==> config.mk <==
export PLATFORM = sky130hd
export DESIGN_NAME = drive_arbiter
export DESIGN_NICKNAME = d
export VERILOG_FILES = /design/src/rtl/car_pkg.sv /design/src/rtl/drive_cmd_filter.sv /design/src/rtl/drive_arbiter.sv
export SDC_FILE = /design/constraint.sdc
export NUM_CORES = 1
export LEC_CHECK = 0
export BUFFER_PORTS_ARGS = -buffer_cell sky130_fd_sc_hd__buf_2
export CORE_MARGIN = 2
export CORE_UTILIZATION = 32
export DETAILED_ROUTE_END_ITERATION = 6
export SYNTH_ARGS = -nofsm -noshare
export SYNTH_HDL_FRONTEND = slang
export SYNTH_SLANG_ARGS = --single-unit
==> constraint.sdc <==
create_clock -name clk -period 3.45 [get_ports clk]
set_clock_uncertainty 0.05 [all_clocks]
set_input_delay 0.5175 -clock clk [delete_from_list [all_inputs] [get_ports clk]]
set_output_delay 0.5175 -clock clk [all_outputs]
set_load 0.01 [all_outputs]
==> src/rtl/car_pkg.sv <==
// Shared encodings for the car drive path.
// Owner indices, drive bit positions and arbiter states.
package car_pkg;

  localparam int OWN_MAN  = 0;
  localparam int OWN_SEMI = 1;
  localparam int OWN_AUTO = 2;

  localparam int MV_FWD   = 3;
  localparam int MV_BACK  = 2;
  localparam int MV_LEFT  = 1;
  localparam int MV_RIGHT = 0;

  typedef enum logic [1:0] {
    ARB_IDLE,
    ARB_GRANT,
    ARB_DRAIN
  } arb_state_t;

  // Clear both bits of any opposing pair.
  function automatic logic [3:0] sanitise(input logic [3:0] c);
    logic [3:0] r;
    r = c;
    if (c[MV_FWD] && c[MV_BACK]) begin
      r[MV_FWD]  = 1'b0;
      r[MV_BACK] = 1'b0;
    end
    if (c[MV_LEFT] && c[MV_RIGHT]) begin
      r[MV_LEFT]  = 1'b0;
      r[MV_RIGHT] = 1'b0;
    end
    return r;
  endfunction

endpackage

==> src/rtl/drive_cmd_filter.sv <==
// Selects one requester's command by one-hot select
// and removes conflicting direction pairs.
module drive_cmd_filter
  import car_pkg::*;
(
  input  logic [3:0] cmd_man,
  input  logic [3:0] cmd_semi,
  input  logic [3:0] cmd_auto,
  input  logic [2:0] sel,
  output logic [3:0] filt
);

  logic [3:0] raw;

  // One-hot select; no selection yields an all-zero command.
  always_comb begin
    raw = 4'b0000;
    unique case (1'b1)
      sel[OWN_MAN]:  raw = cmd_man;
      sel[OWN_SEMI]: raw = cmd_semi;
      sel[OWN_AUTO]: raw = cmd_auto;
      default:       raw = 4'b0000;
    endcase
  end

  assign filt = sanitise(raw);

endmodule

==> src/rtl/drive_arbiter.sv <==
// Fixed-priority owner of the drive output with dead-time on handover/reversal.
// Optional idle-owner timeout under DRIVE_ARB_WATCHDOG_EN.
module drive_arbiter
  import car_pkg::*;
#(
  parameter int DEAD_TIME   = 4,
  parameter int WDOG_CYCLES = 1024
) (
  input  logic       clk,
  input  logic       rst,
  input  logic       enable,
  input  logic [2:0] req,
  input  logic [3:0] cmd_man,
  input  logic [3:0] cmd_semi,
  input  logic [3:0] cmd_auto,
  output logic [2:0] grant,
  output logic [3:0] move_signal,
  output logic       busy
);

  localparam int CW = (DEAD_TIME > 1) ? $clog2(DEAD_TIME) : 1;

  if (DEAD_TIME < 1) begin : g_bad_dead
    $error("DEAD_TIME must be >= 1");
  end
  if (WDOG_CYCLES < 1) begin : g_bad_wdog
    $error("WDOG_CYCLES must be >= 1");
  end

  arb_state_t state, next_state;
  logic [2:0] next_grant;
  logic [3:0] next_move;
  logic [CW-1:0] cnt, next_cnt;

  logic [2:0] win;
  logic [2:0] sel;
  logic [3:0] filt;
  logic drop, preempt, reversal, wd_fire, stay;

  assign win[OWN_MAN]  = req[OWN_MAN];
  assign win[OWN_SEMI] = req[OWN_SEMI] & ~req[OWN_MAN];
  assign win[OWN_AUTO] = req[OWN_AUTO] & ~req[OWN_SEMI] & ~req[OWN_MAN];

  assign sel = (state == ARB_GRANT) ? grant : win;

  drive_cmd_filter u_filt (
    .cmd_man  (cmd_man),
    .cmd_semi (cmd_semi),
    .cmd_auto (cmd_auto),
    .sel      (sel),
    .filt     (filt)
  );

  assign drop    = ~|(req & grant);
  assign preempt = |(req & (grant - 3'd1));
  assign reversal =
    (filt[MV_BACK] & move_signal[MV_FWD]) |
    (filt[MV_FWD] & move_signal[MV_BACK]);

`ifdef DRIVE_ARB_WATCHDOG_EN
  localparam int WW = $clog2(WDOG_CYCLES + 1);
  logic [WW-1:0] wd_cnt, next_wd;

  assign wd_fire = (filt == 4'b0000) &&
                   (wd_cnt == WW'(WDOG_CYCLES - 1));

  // Run length of idle filtered commands while staying in GRANT.
  always_comb begin
    next_wd = '0;
    if (stay && filt == 4'b0000)
      next_wd = wd_cnt + WW'(1);
  end

  // Idle-run counter register, cleared on reset and disable.
  always_ff @(posedge clk) begin
    if (rst || !enable) wd_cnt <= '0;
    else                wd_cnt <= next_wd;
  end
`else
  assign wd_fire = 1'b0;
`endif

  assign stay = (state == ARB_GRANT) &&
                !(drop || preempt || reversal || wd_fire);

  // Next-state and registered-output decode.
  always_comb begin
    next_state = state;
    next_grant = grant;
    next_move  = move_signal;
    next_cnt   = cnt;
    unique case (state)
      ARB_IDLE: begin
        next_grant = 3'b000;
        next_move  = 4'b0000;
        if (|req) begin
          next_state = ARB_GRANT;
          next_grant = win;
          next_move  = filt;
        end
      end
      ARB_GRANT: begin
        if (stay) begin
          next_move = filt;
        end else begin
          next_state = ARB_DRAIN;
          next_grant = 3'b000;
          next_move  = 4'b0000;
          next_cnt   = CW'(DEAD_TIME - 1);
        end
      end
      ARB_DRAIN: begin
        next_grant = 3'b000;
        next_move  = 4'b0000;
        if (cnt == '0) begin
          if (|req) begin
            next_state = ARB_GRANT;
            next_grant = win;
            next_move  = filt;
          end else begin
            next_state = ARB_IDLE;
          end
        end else begin
          next_cnt = cnt - CW'(1);
        end
      end
      default: begin
        next_state = ARB_IDLE;
        next_grant = 3'b000;
        next_move  = 4'b0000;
        next_cnt   = '0;
      end
    endcase
  end

  // State and outputs; disable acts exactly like reset.
  always_ff @(posedge clk) begin
    if (rst || !enable) begin
      state       <= ARB_IDLE;
      grant       <= 3'b000;
      move_signal <= 4'b0000;
      cnt         <= '0;
      busy        <= 1'b0;
    end else begin
      state       <= next_state;
      grant       <= next_grant;
      move_signal <= next_move;
      cnt         <= next_cnt;
      busy        <= (next_state != ARB_IDLE);
    end
  end

endmodule

; ---- Word-level counts from Yosys, hierarchy flattened
; Index checks and enable logic that the tools add are counted.
[totals]
output_inout_bits = 8
elab_cells = 58
ff_bits = 12
[op_classes]
mux = 20
reduce_logical = 16
bitwise_logic = 11
n_eq_ne = 4
addsub = 2
[op_table]
columns = operator, count
row1 = 4-bit one-hot mux with 3 select lines, 2
row2 = 2-bit 2-to-1 mux, 7
row3 = 3-bit 2-to-1 mux, 4
row4 = 4-bit 2-to-1 mux, 3
row5 = 2-bit one-hot mux with 3 select lines, 2
row6 = 3-bit one-hot mux with 3 select lines, 1
row7 = 3-bit OR reduction, 3
row8 = 3-bit bitwise AND, 2
row9 = 1-bit bitwise AND, 5
row10 = 2-bit logical NOT, 2
row11 = 2-bit != test (second input constant), 2
row12 = 1-bit logical AND, 3
row13 = 1-bit logical NOT, 3
row14 = 1-bit logical OR, 3
row15 = 1-bit NOT, 3
row16 = 3-bit AND reduction, 1
row17 = 3-bit by 1-bit subtractor with 3-bit output (second input constant), 1
row18 = 2-bit by 1-bit equality test with 1-bit output (second input constant), 1
row19 = 2-bit equality test (second input constant), 1
row20 = 2-bit nonzero test, 1
row21 = 2-bit by 1-bit subtractor with 2-bit output (second input constant), 1
row22 = 1-bit 2-to-1 mux, 1
row23 = 1-bit OR, 1

; ---- Longest topological paths before layout
; Gate-level depths: netlist (run 1).
[depth]
word_depth = 15
ltp_mapped = 8

; ---- Modules after synthesis
; From an unflattened synthesis (run 1), not the netlist that was laid out.
[unflattened]
cells_unflattened = 88
hier_area_um2 = 739.5
[by_module_without_submodules]
columns = module, seq_area_each_um2, cells_each, instances, area_each_um2
row1 = drive_arbiter, 240.2, 80, 1, 674.4
row2 = drive_cmd_filter, 0.0, 8, 1, 65.1

; ---- Worst setup path before layout (run 1)
; OpenSTA, ideal clock, no wires.
[synth_timing]
path_type = flip-flop to flip-flop
startpoint = register state[1]
endpoint = register cnt[1]
path_stages_with_launch = 8
slack_ps = 1090
synth_period_minus_slack_ps = 2360
setup_time_ps = 72
required_time_ps = 3328
arrival_ps = 2238
cell_sequence = dfxtp_1 -> inv_1 -> ha_1 -> or4b_4 -> a21bo_1 -> a2111o_1 -> a31oi_4 -> mux2i_1
[synth_between]
elab_chain_cells = 12
elab_cells_between_ends = 18
[synth_lines]
columns = item, line
row1 = from (decl), drive_arbiter.sv:30  ; arb_state_t state, next_state;
row2 = from (signal assigned), drive_arbiter.sv:145  ; state <= next_state;
row3 = 2-bit by 1-bit equality test with 1-bit output, "drive_arbiter.sv:44, drive_arbiter.sv:83, drive_arbiter.sv:92"
row4 = 3-bit 2-to-1 mux, drive_arbiter.sv:44  ; assign sel = (state == ARB_GRANT) ? grant : win;
row5 = 4-bit one-hot mux with 3 select lines, drive_cmd_filter.sv:18  ; unique case (1'b1)
row6 = 1-bit logical AND, car_pkg.sv:24  ; if (c[MV_FWD] && c[MV_BACK]) begin
row7 = 2-bit 2-to-1 mux, car_pkg.sv:24
row8 = "1-bit bitwise AND, on equally long branches", "drive_arbiter.sv:57, drive_arbiter.sv:58"
row9 = 1-bit OR, drive_arbiter.sv:57  ; (filt[MV_BACK] & move_signal[MV_FWD]) |
row10 = 1-bit logical OR, drive_arbiter.sv:84  ; !(drop || preempt || reversal || wd_fire);
row11 = 1-bit logical NOT, drive_arbiter.sv:84
row12 = 1-bit logical AND, drive_arbiter.sv:83  ; assign stay = (state == ARB_GRANT) &&
row13 = 2-bit != test (no line), n/a
row14 = 3-bit AND reduction (no line), n/a
row15 = to (signal assigned), drive_arbiter.sv:148  ; cnt <= next_cnt;
row16 = to (decl), drive_arbiter.sv:33  ; logic [CW-1:0] cnt, next_cnt;
; Several ways; a longest one is shown, not always the timed one.
; A chain may end at the register's enable or synchronous reset.

; ---- Final worst setup path (run 1)
; Ends and elaborated chain as after synthesis.

==> key figures, run 1 <==
Setup path
  • Kind of critical path: flip-flop to flip-flop
  • Critical Path RT: 3610 ps
  • Worst Setup End Kind: flip-flop
  • Startpoint Class: flip-flop
  • Crit path buf inv count: 1
  • Cell family with most CP delay: compound AO/OA/AOI/OAI gates
  • Max FO, Critical Path: 13
  • Crit path cell chain: inv_1 > ha_1 > or4b_4 > a21bo_1 > a2111o_1 > a31oi_4 > mux2i_1
  • Slowest cell delay on critical path: a little under 600 ps
  • Crit path DAT: just under 3000 ps
  • Critical-path top delay cell: or4b_4

Route
  • Drt initial violations: 33
  • Antenna viol nets, final: 0
  • TritonRoute pass-1 iters: 6
  • Via density: approximately 5.6
  • Routed WL per cell: around 14 µm
  • WL final: between 2000 and 2500 µm
  • Vias post-DR: a little over 900
  • Remaining DRCs: 0

Job
  • Max Cap Violations: 0

Power
  • Total power: 0.000344 W
  • Power Internal: approximately 0.00024 W
  • Worst IR drop on VDD: ~170 µV
  • PD cells: 317 mW/mm²
  • Switching portion of total power: slightly below 30%
  • Clock share of power: 33.6%
  • Net Switching: ~0.0001 W
  • Leakage: between 0.4 and 0.5 nW
  • Sequential share of power: a little over two fifths
  • Combinational share of power: between 20% and 30%

Clock tree
  • Clk Latency, worst-skew pair: 280 ps
  • Post-CTS resize count: 0
  • Clock root buffer: clkbuf_4
  • Hold_buf cts: 0
  • Clock Path Buffers: 2
  • TritonCTS clock tree: built
  • Sink Count: 12
  • CTS H-tree depth: 1
  • Clk slew on worst S/H paths: 80 ps
  • Clock buffer count from CTS: 3
  • Post-CTS Setup Repair Bufs: 0

Logic synthesis
  • Syn Inst Count: roughly 110
  • Yosys reg bits: 12
  • Top_reg_cell synth: dfxtp_1
  • Register area share after synthesis: 26.6%
  • Largest family of logic cells by synthesized area: compound AO/OA/AOI/OAI gates
  • Synth async-reset ratio: 0%
  • Ys Warns: 0
  • Post-synthesis adder-cell area fraction: under 10%
  • Number of synthesized flops with an enable pin: 0
  • Syn Nets: 130
  • Mux cell area share after synthesis: between 6 and 7%
  • Post-Synth XOR/XNOR Area: 0%
  • Synth Area in Compound Gates: between 20 and 30%
  • Post-synthesis simple-gate area fraction: approximately a quarter
  • Mapped Area: around 900 µm²
  • Syn avg cell area: ~8.5 µm²
  • Netlist cell types: about 40

Floorplan
  • Die H: about 57 µm
  • Rows: 19
  • Die ar.: between 0.003 and 0.004 mm²
  • Initial Util: between 30% and 40%
  • CORE AREA: 0.00271 mm²
  • Io pins: 26
  • Die width: around 57 µm

Hold path
  • Min-delay worst type: flip-flop to flip-flop

Global route
  • Grt total ovfl: 0
  • GRT Util Overall: around 14%
  • Largest net degree at the start of global routing: 14
  • Vias in the first global route: 850
  • First-pass GRT wire length: around 3700 µm
  • Initial antenna violation count: 0

STA
  • Fmax: 366 MHz
  • Final TNS setup: 0 ps
  • Setup-failing EPs final: 0
  • Fin crit period: 2730 ps
  • Final hold slack: between 400 and 500 ps
  • Period utilization: roughly four fifths
  • Actual slew at the worst max-slew pin: 876 ps
  • Crit path setup slack, layout: approximately 700 ps
  • Pins Over Slew Limit: 0
  • Normalized max-slew margin: about two fifths
  • Unrepaired setup endpoints after global routing: false
  • Final hold viol count: 0

Cells and area
  • Most frequent cells in the layout: buf_2, dfxtp_1, nand2_1
  • Layout cells sized above 1: between 20% and 30%
  • Area delta synth->final: 20.1%
  • # diodes: 0
  • Nets: 156
  • Post-layout util: 40.0%
  • Commonest non-fill, non-tap cell in the layout: buf_2

Placement
  • Number of port buffers: 25
  • Dpl hpwl: about 1800 µm
  • DP Worst Slack: 746 ps
  • RD Place Congestion: just under 0.8

Outcome
  • Outcome: finished, final reports clean
==> sequential cells by signal (all words and copies together), names as in the netlist <==
signal       count
move_signal      4
grant            3
cnt              2
state            2
busy             1
==> synthesized netlist by cell type (all sizes together) (2+ instances only) <==
cell type / instances / area, µm²
a22oi: 3 / 22.5
inv: 8 / 30.0
nor2b: 4 / 25.0
buf: 4 / 18.8
a222oi: 2 / 20.0
o21ai: 4 / 20.0
o211ai: 2 / 15.0
nor4bb: 2 / 20.0
a31oi: 2 / 33.8
a21oi: 7 / 35.0
nor2: 4 / 15.0
mux2i: 5 / 50.1
nand3: 4 / 25.0
nand4: 2 / 12.5
nand2: 11 / 41.3
dfxtp: 12 / 240
a21o: 3 / 22.5
nand3b: 2 / 15.0
ha: 6 / 75.1
==> final cells by class <==
class	count	area [µm²]
tap	31	38.8
multi-input combinational	82	613
sequential	12	240
fill	294	1630
timing repair buffer	25	125
clock buffer	4	36.3
inverter	8	30.0
==> worst paths after layout <==
check,from,end,cells after the start,slack [ps]
setup / recovery,state[1],cnt[1],7,720
hold / removal,cnt[1],cnt[1],2,420
setup reg to reg,state[1],cnt[1],7,720
hold reg to reg,cnt[1],cnt[1],2,420
==> worst min-delay path, stage by stage, from the launching register on <==
cell and delay (ps):
dfxtp_1 310, nand2_1 50, mux2i_1 60
==> metal layers <==
layer	vias to the layer above	wire length (µm)	track usage, %
met1	430	983	17.7
met4	0	55	5.98
li1	444	-	-
met3	9	81	1.81
met2	29	1080	23.8
met5	-	0	0
==> stage by stage <==
stage | cell area [µm²] | cells
6_report | 1080 | 162
4_1_cts | 1080 | 162
5_1_grt | 1080 | 162
3_5_place_dp | 1050 | 158
2_1_floorplan | 902 | 106
3_3_place_gp | 1050 | 158
==> power by group through the flow <==
stage | clock [W] | combinational (W) | sequential (W)
CTS | 0.000118 | 0.0000802 | 0.000148
finish | 0.000116 | 0.0000802 | 0.000148
floorplan | 0 | 0.0000530 | 0.000152
detailed placement | 0 | 0.0000800 | 0.000151
global route | 0.000122 | 0.0000883 | 0.000149
global placement | 0 | 0.0000778 | 0.000151
==> logic make-up after synthesis <==
logic type,after synthesis
adders and majority gates,6
DFF,12
AOI/OAI and AO/OA,32
muxes,6
and+or+nand+nor,38
buffers and inverters,12
No activity file was read; power rests on OpenSTA's default activity.
==> run 2: changes to the inputs <==
==> constraint.sdc (replaced) <==
create_clock -name clk -period 2.6 [get_ports clk]
set_clock_uncertainty 0.05 [all_clocks]
set_input_delay 0.39 -clock clk [delete_from_list [all_inputs] [get_ports clk]]
set_output_delay 0.39 -clock clk [all_outputs]
set_load 0.01 [all_outputs]
==> run 2 against run 1 <==
Compared with the run above:
- critical path type unchanged
- critical endpoint is now cnt[0]
- routed wire length increased by 4.4%
- core utilization increased by 1.2 points
- via count decreased by 0.88%
==> key figures, run 2 (synthesis gave the netlist of run 1 again) <==
Setup path
  • Worst Setup End Kind: flip-flop
  • Cell family with most CP delay: compound AO/OA/AOI/OAI gates
  • Crit path buf inv count: 1
  • Critical Path RT: about 2800 ps
  • Max FO, Critical Path: 5
  • Kind of critical path: flip-flop to flip-flop
  • Critical-path top delay cell: or4b_4
  • Crit path DAT: 2620 ps
  • Startpoint Class: flip-flop
  • Slowest cell delay on critical path: 520 ps
  • R2r endpoint: cnt[0]
  • Reg2reg start: state[1]
  • Crit path cell chain: inv_1 > ha_1 > or4b_4 > a21bo_1 > a2111o_1 > a31oi_4 > mux2i_1
  • Reg-to-reg setup timing slack: 140 ps
  • R2R cell count: 7

Clock tree
  • Clock Path Buffers: 2
  • Clock root buffer: clkbuf_4
  • Clk slew on worst S/H paths: about 80 ps
  • Sink Count: 12
  • Hold_buf cts: 0
  • Clock buffer count from CTS: 3
  • TritonCTS clock tree: built
  • Clk Latency, worst-skew pair: 280 ps
  • Post-CTS Setup Repair Bufs: 0
  • CTS H-tree depth: 1

Cells and area
  • Nets: 160
  • Post-layout util: 41.1%
  • Commonest non-fill, non-tap cell in the layout: buf_2
  • Area of the multi-input gates: around 630 µm²
  • Layout cells sized above 1: between 20% and 30%
  • Area delta synth->final: 23.6%
  • Most frequent cells in the layout: buf_2, dfxtp_1, nand2_1
  • Biggest register: move_signal
  • # diodes: 0
  • Largest registers: move_signal: 4 flops, grant: 3 flops
  • Max FFs per register: 4
  • Fillers: roughly 290
  • FF+latch area: 240 µm²

Power
  • PD cells: around 390 mW/mm²
  • Leakage: around 0.47 nW
  • Total power: about 0.00043 W
  • Worst IR drop on VDD: a little under 300 µV

Floorplan
  • Die width: about 57 µm
  • Initial Util: between 30 and 40%
  • Io pins: 26
  • Die H: ~57 µm
  • Rows: 19
  • CORE AREA: roughly 0.0027 mm²
  • Die ar.: around 0.0033 mm²

STA
  • Period utilization: between 90% and 100%
  • Final hold slack: 375 ps
  • Pins Over Slew Limit: 0
  • Fin crit period: approximately 2500 ps
  • Unrepaired setup endpoints after global routing: false
  • Actual slew at the worst max-slew pin: just under 700 ps
  • Fmax: 407 MHz
  • Setup-failing EPs final: 0
  • Final hold viol count: 0
  • Normalized max-slew margin: around 54%
  • Final TNS setup: 0 ps

Route
  • Drt initial violations: 34
  • Vias post-DR: about 900
  • TritonRoute pass-1 iters: 4
  • Via density: 5.48
  • Remaining DRCs: 0
  • WL final: between 2000 and 2500 µm
  • Routed WL per cell: 13.9 µm
  • Antenna viol nets, final: 0

Global route
  • First-pass GRT wire length: ~3800 µm
  • Largest net degree at the start of global routing: 13
  • Initial antenna violation count: 0
  • Grt total ovfl: 0
  • Vias in the first global route: about 800
  • GRT Util Overall: 15.2%

Hold path
  • Min-Delay Startpoint: req[2]
  • Min-delay worst type: input pin to flip-flop
  • Sink of the worst hold path: grant[2]
  • Hold Path Cell Cnt: 3

Placement
  • Number of port buffers: 25
  • RD Place Congestion: 0.785
  • Dpl hpwl: around 1800 µm

Job
  • Max Cap Violations: 0

Outcome
  • Outcome: finished, final reports clean
==> run 2: area by class of cell <==
class	count	share of cell area, %
Inverter	8	2.69
Sequential cell	12	21.5
Timing Repair Buffer	29	13.9
Tap cell	31	3.48
Multi-Input combinational cell	82	56.3
Clock buffer	3	2.02
==> run 2: power by group <==
part	switching (W)	leakage [nW]	internal [W]	total [W]
clock network	0.0000684	0.0138	0.0000538	0.000122
logic	0.0000608	0.362	0.0000509	0.000112
registers	0.00000593	0.0976	0.000191	0.000197
total	0.000135	0.474	0.000295	0.000431
==> run 2: layer usage <==
| metal | global-route usage, % | routed length (µm) |
|---|---|---|
| met2 | 24.1 | 1180 |
| met4 | 8.97 | 39 |
| met3 | 4.08 | 82 |
| met1 | 18.3 | 994 |
| met5 | 0 | 0 |
==> run 2: worst reg2reg max path, delay by kind of cell (launching register included) <==
kind                     cells  cell delay [ps]
adder cells (fa/ha/maj)      1              200
AO/OA/AOI/OAI                3              950
buffers and inverters        1              100
flip-flops                   1              370
AND/OR/NAND/NOR              1              520
multiplexers                 1              200
==> run 2: through the flow <==
step | setup WS [ps] | instance area (µm²) | cells
finish | 143 | 1110 | 165
global route | 13.9 | 1110 | 165
CTS | 81.6 | 1100 | 165
detailed placement | 110 | 1080 | 162
global placement | 175 | 1080 | 162
floorplan | 240 | 902 | 106
==> run 2: how the worst max path moves through the flow <==
| stage | startpoint | to | slack (ps) | cells past startpoint |
|---|---|---|---|---|
| final | state[1] | cnt[0] | 140 | 7 |
| after global routing | state[1] | cnt[0] | 10 | 7 |
| after CTS | state[1] | cnt[0] | 80 | 7 |
| after detailed placement | state[1] | move_signal[1] | 110 | 7 |
| after global placement | state[1] | move_signal[1] | 170 | 7 |
| after floorplan | state[1] | cnt[1] | 240 | 7 |
==> run 2: repair_timing <==
item / in CTS / in global routing
gates resized for setup: 0 / 2
setup endpoints to repair: 0 / 6
endpoints found under the hold margin: 0 / 0
